[src/rtl/elevator_motion_ctrl.sv]
// Elevator car sequencer: accepts one floor request at a time, steps the car
// floor by floor using an external dest/floor comparator, then opens the door.
module elevator_motion_ctrl #(
    parameter int NUM_FLOORS  = 8,
    parameter int FLOOR_TICKS = 4,
    parameter int DOOR_TICKS  = 3
) (
    input  logic       clk,
    input  logic       reset_n,
    input  logic       req_valid,
    input  logic [2:0] req_floor,
    output logic       req_ready,
    input  logic       dest_less,
    input  logic       dest_more,
    output logic [2:0] dest,
    output logic [2:0] floor,
    output logic       moving_up,
    output logic       moving_down,
    output logic       door_open,
    output logic       arrived,
    output logic       req_error
);

    localparam int MAXT = (FLOOR_TICKS > DOOR_TICKS) ? FLOOR_TICKS : DOOR_TICKS;
    localparam int TW   = (MAXT < 2) ? 1 : $clog2(MAXT + 1);

    localparam logic [TW-1:0] FLOOR_LAST = TW'(FLOOR_TICKS - 1);
    localparam logic [TW-1:0] DOOR_LAST  = TW'(DOOR_TICKS - 1);
    localparam logic [2:0]    TOP_FLOOR  = 3'(NUM_FLOORS - 1);
    localparam logic [3:0]    NF         = 4'(NUM_FLOORS);

    typedef enum logic [2:0] {
        S_IDLE,
        S_EVAL,
        S_MOVE_UP,
        S_MOVE_DOWN,
        S_DOOR_OPEN
    } state_t;

    state_t        state_q, state_d;
    logic [2:0]    floor_q, floor_d;
    logic [2:0]    dest_q, dest_d;
    logic [TW-1:0] tick_q, tick_d;
    logic          err_q, err_d;
    logic          ready_q, ready_d;

    always_comb begin
        state_d = state_q;
        floor_d = floor_q;
        dest_d  = dest_q;
        tick_d  = tick_q;
        err_d   = 1'b0;
        unique case (state_q)
            S_IDLE: begin
                tick_d = '0;
                if (req_valid && ready_q) begin
                    if ({1'b0, req_floor} < NF) begin
                        dest_d  = req_floor;
                        state_d = S_EVAL;
                    end else begin
                        err_d = 1'b1;
                    end
                end
            end
            S_EVAL: begin
                tick_d = '0;
                unique case ({dest_more, dest_less})
                    2'b10:   state_d = S_MOVE_UP;
                    2'b01:   state_d = S_MOVE_DOWN;
                    2'b00:   state_d = S_DOOR_OPEN;
                    default: begin
                        state_d = S_DOOR_OPEN;
                        err_d   = 1'b1;
                    end
                endcase
            end
            S_MOVE_UP: begin
                if (tick_q == FLOOR_LAST) begin
                    tick_d = '0;
                    // A car already at the top cannot climb; open the door in place.
                    if (floor_q == TOP_FLOOR) begin
                        state_d = S_DOOR_OPEN;
                    end else begin
                        floor_d = floor_q + 3'd1;
                        state_d = S_EVAL;
                    end
                end else begin
                    tick_d = tick_q + TW'(1);
                end
            end
            S_MOVE_DOWN: begin
                if (tick_q == FLOOR_LAST) begin
                    tick_d = '0;
                    if (floor_q == 3'd0) begin
                        state_d = S_DOOR_OPEN;
                    end else begin
                        floor_d = floor_q - 3'd1;
                        state_d = S_EVAL;
                    end
                end else begin
                    tick_d = tick_q + TW'(1);
                end
            end
            S_DOOR_OPEN: begin
                if (tick_q == DOOR_LAST) begin
                    tick_d  = '0;
                    state_d = S_IDLE;
                end else begin
                    tick_d = tick_q + TW'(1);
                end
            end
            default: begin
                tick_d  = '0;
                state_d = S_IDLE;
            end
        endcase
        // Ready is held low through reset and rises on the first edge after release.
        ready_d = (state_d == S_IDLE);
    end

    always_ff @(posedge clk or negedge reset_n) begin
        if (!reset_n) begin
            state_q <= S_IDLE;
            floor_q <= 3'd0;
            dest_q  <= 3'd0;
            tick_q  <= '0;
            err_q   <= 1'b0;
            ready_q <= 1'b0;
        end else begin
            state_q <= state_d;
            floor_q <= floor_d;
            dest_q  <= dest_d;
            tick_q  <= tick_d;
            err_q   <= err_d;
            ready_q <= ready_d;
        end
    end

    assign req_ready   = ready_q;
    assign dest        = dest_q;
    assign floor       = floor_q;
    assign moving_up   = (state_q == S_MOVE_UP);
    assign moving_down = (state_q == S_MOVE_DOWN);
    assign door_open   = (state_q == S_DOOR_OPEN);
    assign arrived     = (state_q == S_DOOR_OPEN) && (tick_q == '0);
    assign req_error   = err_q;

endmodule

[config.mk]
export PLATFORM = sky130hd
export DESIGN_NAME = elevator_motion_ctrl
export DESIGN_NICKNAME = d
export VERILOG_FILES = /design/src/rtl/elevator_motion_ctrl.sv
export SDC_FILE = /design/constraint.sdc
export NUM_CORES = 1
export LEC_CHECK = 0
export ABC_CLOCK_PERIOD_IN_PS = 1800
export BUFFER_PORTS_ARGS = -buffer_cell sky130_fd_sc_hd__buf_2
export CORE_MARGIN = 3
export CORE_UTILIZATION = 54
export CTS_BUF_LIST = sky130_fd_sc_hd__clkbuf_4
export DETAILED_ROUTE_END_ITERATION = 7
export PLACE_DENSITY = 0.88
export SLEW_MARGIN = 5
export SYNTH_ARGS = -nofsm -noshare
export SYNTH_HDL_FRONTEND = slang
export SYNTH_SLANG_ARGS = --single-unit
[constraint.sdc]
create_clock -name clk -period 1.8 [get_ports clk]
set_input_delay 0.09 -clock clk [delete_from_list [all_inputs] [get_ports clk]]
set_output_delay 0.09 -clock clk [all_outputs]
set_load 0.005 [all_outputs]
# After elaboration in Yosys (flattened, before gate mapping)
# Index checks and enable logic that the tools add are counted.
totals:
  reg_bits: 14
  out_inout_bits: 12
  wordCells: 52
op_classes:
  n_addsub: 3
  n_eq_ne: 13
  n_mux: 18
  n_reduce_logical: 12
ops:
  columns: ["cell", "count"]
  rows:
  - ["3-bit 2-to-1 mux", 12]
  - ["3-bit one-hot mux with 2 select lines", 3]
  - ["3-bit one-hot mux with 5 select lines", 1]
  - ["3-bit by 2-bit equality test with 1-bit output (second input constant)", 4]
  - ["3-bit logical NOT", 4]
  - ["3-bit by 1-bit adder with 3-bit output (second input constant)", 2]
  - ["3-bit equality test (second input constant)", 2]
  - ["5-bit AND reduction", 1]
  - ["2-bit by 1-bit inequality test with 1-bit output (second input constant)", 2]
  - ["2-bit inequality test (second input constant)", 2]
  - ["3-bit by 1-bit equality test with 1-bit output (second input constant)", 1]
  - ["3-bit OR reduction", 1]
  - ["3-bit by 1-bit subtractor with 3-bit output (second input constant)", 1]
  - ["2-bit by 1-bit equality test with 1-bit output (second input constant)", 1]
  - ["2-bit equality test (second input constant)", 1]
  - ["1-bit logical AND", 2]
  - ["2-bit logical NOT", 1]
  - ["1-bit 2-to-1 mux", 2]
  - ["2-bit AND reduction", 1]
  - ["2-bit nonzero test", 1]
  - ["2-bit OR reduction", 1]

# Depth between registers and ports, before layout
logic_depth:
  word_depth: 5
  mapped_depth: 6
  depth_no_buf: 6

# Least setup slack after synthesis
# No wires, ideal clock.
synth_path:
  path_type: "reg2reg"
  from: "reg state_q[2]"
  to: "reg floor_q[2] (netlist: floor[2])"
  t_arrival_ns: 1.375
  t_required_ns: 1.675
  setup_slack_ns: 0.300
  path_stages_with_launch: 6
  path_buffers: 0
  period_less_slack_ns: 1.500
  path_cell_list: "dfrtp_1 > nand3b_1 > fa_1 > xor2_1 > nand2_1 > xnor2_1"
synth_between:
  elab_chain_cells: 3
  word_cells_on_any_way: 9
synth_rtl:
  columns: ["item", "line_no", "source"]
  rows:
  - ["start, declared", "40", "state_t state_q, state_d;"]
  - ["start signal, assigned", "130", "state_q <= state_d;"]
  - ["3-bit by 2-bit equality test with 1-bit output", "53", "unique case (state_q)"]
  - ["2-bit inequality test (no source line), or another cell as far along", null, null]
  - ["5-bit AND reduction (no source line)", null, null]
  - ["end signal, assigned", "131", "floor_q <= floor_d;"]
  - ["end, declared", "41", "logic [2:0] floor_q, floor_d;"]
# Several ways; a longest one is shown, not always the timed one.
# A chain may end at the register's enable or synchronous reset.

# Final worst setup path
layout_path:
  from: "reg state_q[0]"
  to: "reg floor_q[2] (netlist: floor[2])"
# Same word-level chain as after synthesis.

==> results.py <==
metrics = {
    "finish": {
        "area_growth_syn_to_layout_pct": 16.1,
        "final_nets": 117,
        "final_core_util": 0.708,
        "final.fill_count": 105,
        "antenna_cells": 0,
        "layout_common_cells": "19 x buf_2, 14 x dfrtp_1, 10 x inv_1, 8 x ha_1, 7 x nor2_1",
        "drive_above_1_share": 0.303,
        "final_common_cell": "buf_2",
    },
    "clocking": {
        "clockBufferDepth": 2,
        "cts_num_sinks": 14,
        "postCtsSetupBuffers": 0,
        "root_buffer": "clkbuf_4",
        "path_clk_slew_ns": 0.09,
        "cts-buffers-inserted": 3,
        "clk_latency_ns": 0.29,
        "h-tree-depth": 1,
        "tritoncts": "done",
    },
    "grt": {
        "grtUsageTotal": 0.193,
        "grt_antenna_before_repair": 0,
        "grt_max_degree": 15,
        "first_global_vias": 605,
        "grt_overflow": 0,
        "grt_pass1_wl_um": 2780,
    },
    "synth": {
        "ys_top_cells_by_area": "dfrtp_1 42%, ha_1 12%, mux2_4 5.4%",
        "ys_warn_count": 0,
        "syn_inst": 77,
        "yosysTopAreaCellShare": 0.420,
        "ys_seq_area_frac": 0.420,
        "syn_nets": 94,
        "syn_area_um2": 833,
        "synth_seq_cells": 14,
        "synth.distinct_cells": 32,
        "syn_avg_cell_area_um2": 10.8,
        "synth_top_cell_by_area": "dfrtp_1",
    },
    "floorplan": {
        "die_height_um": 45.3,
        "io_pins": 20,
        "die_w_um": 45.3,
        "die_area_um2": 2050,
        "rows": 13,
        "start_util": 0.610,
        "core-area_um2": 1370,
    },
    "power": {
        "power.switching_mw": 0.501,
        "p_int_mw": 0.818,
        "pwr_density_cell_nw_per_um2": 1360,
        "netSwitchingFraction": 0.380,
        "cellLeakagePower_nw": 0.499,
        "seqPwrFrac": 0.420,
        "ir_drop_v": 0.000721,
        "pwr-share-clk": 0.139,
        "p_comb_frac": 0.442,
    },
    "sta": {
        "max_freq_ghz": 0.608,
        "fin_crit_sh": 0.914,
        "slew_violations": 0,
        "fin_setup_tns_ns": 0,
        "final_hold_viol_count": 0,
        "timing.final.ws_setup_ns": 0.154,
        "worstMarginPinSlew_ns": 0.415,
        "rsz0062_at_grt": "no",
        "fin_skew_ns": 0.0108,
        "setup_viol": 0,
        "relSlewSlack": 0.722,
        "min_period_ns": 1.65,
    },
    "detailed_routing": {
        "drt-pass1-iter-count": 4,
        "postRouteAntennaNets": 0,
        "drt-total-wl_um": 1530,
        "drt_iter0_markers": 21,
        "viasPerCell": 5.44,
        "drc_errors": 0,
        "vias": 620,
        "post_drt_wl_per_cell_um": 13.4,
    },
    "place": {
        "gp_congestion": 0.787,
        "post-place-ws_ns": 0.176,
        "dpl.hpwl_um": 1090,
        "io_buffers": 19,
    },
    "run": {
        "max_cap_viol_count": 0,
    },
    "setup_path": {
        "crit_start": "state_q[0]",
        "path_class": "register to register",
        "reg2reg_depth": 5,
        "required_ns": 1.98,
        "arrival_ns": 1.83,
        "reg2reg_from": "state_q[0]",
        "crit_path_max_fanout": 12,
        "endpoint_kind": "register",
        "cp-start-kind": "register",
    },
    "status": {
        "status": "finished, final reports clean",
    },
    "worst_hold_path": {
        "worstHoldStart": "req_floor[2]",
        "min_path_cells": 2,
        "hold_class": "primary input to register",
    },
}
==> power groups by stage <==
stage	Combinational, mW	Clock [mW]	Sequential [mW]
5_1_grt	0.659	0.207	0.578
4_1_cts	0.587	0.184	0.552
3_5_place_dp	0.574	0	0.554
2_1_floorplan	0.446	0	0.517
6_report	0.583	0.183	0.554
3_3_place_gp	0.572	0	0.546
==> path summary, 6_finish.rpt <==
path | slack [ns] | to
worst max-delay path | 0.15 | floor[2]
worst min-delay path | 0.03 | dest[2]
worst max register to register | 0.15 | floor[2]
worst min register to register | 0.45 | tick_q[0]
max in group asynchronous | 1.35 | state_q[1]
min in group asynchronous | 0.21 | dest[1]
==> critical path: stages, from the launching register on <==
cell      delay, ns
dfrtp_1        0.54
nand3b_1       0.21
fa_1           0.42
xor2_1         0.15
nand2_1        0.07
xnor2_1        0.14
==> kinds of logic after synthesis <==
family,share of synthesized area
compound gates,0.0796
xor+xnor,0.0315
fa+ha+maj,0.144
flops,0.420
buf+inv,0.0646
mux,0.0661
simple gates,0.194
==> synthesized netlist by cell type, drive strengths merged <==
master,instances
nor4b,1
nand3b,2
and2,1
nor3,2
fa,1
buf,2
nand2,4
or4,1
or3,1
a21oi,1
nand2b,1
nor3b,1
mux2i,1
xor2,1
a2111oi,1
ha,8
nor2,7
o22a,1
mux2,3
xnor2,2
o21ai,2
o21a,1
or2b,1
nor2b,1
dfrtp,14
o22ai,2
a21o,1
and3,2
inv,10
and4b,1
==> through the flow <==
step	cell area [um^2]	power, mW	std cells	hold slack [ns]
2_1_floorplan	833	0.962	77	-0.206
3_3_place_gp	931	1.12	109	-0.00555
3_5_place_dp	931	1.13	109	-0.00354
4_1_cts	967	1.32	114	0.0377
5_1_grt	967	1.44	114	0.0219
6_report	967	1.32	114	0.0327
==> flip-flops by register name, summed over array words and instances (netlist names) <==
signal / cells
dest: 3
floor: 3
state_q: 3
tick_q: 3
req_error: 1
req_ready: 1
==> per-layer routing <==
metal	track usage	wire [um]
met5	0	0
met4	0.0702	26
met3	0.0598	118
met2	0.291	686
met1	0.259	695
==> timing repair <==
item                                   in CTS  in global routing
gates resized for setup                     0                  0
endpoints found under the hold margin      14                  0
hold buffers                                1                  0
==> final cells by class <==
class / instances / area [um^2] / area share
multi-input cells: 51 / 429 / 0.444
flip-flops and latches: 14 / 350 / 0.362
repair buffers: 20 / 105 / 0.109
inverters: 10 / 37.5 / 0.0388
clock buffers: 3 / 22.5 / 0.0233
well taps: 15 / 18.8 / 0.0194
clock inverters: 1 / 3.75 / 0.00388
Power figures use the tool's default switching activity.
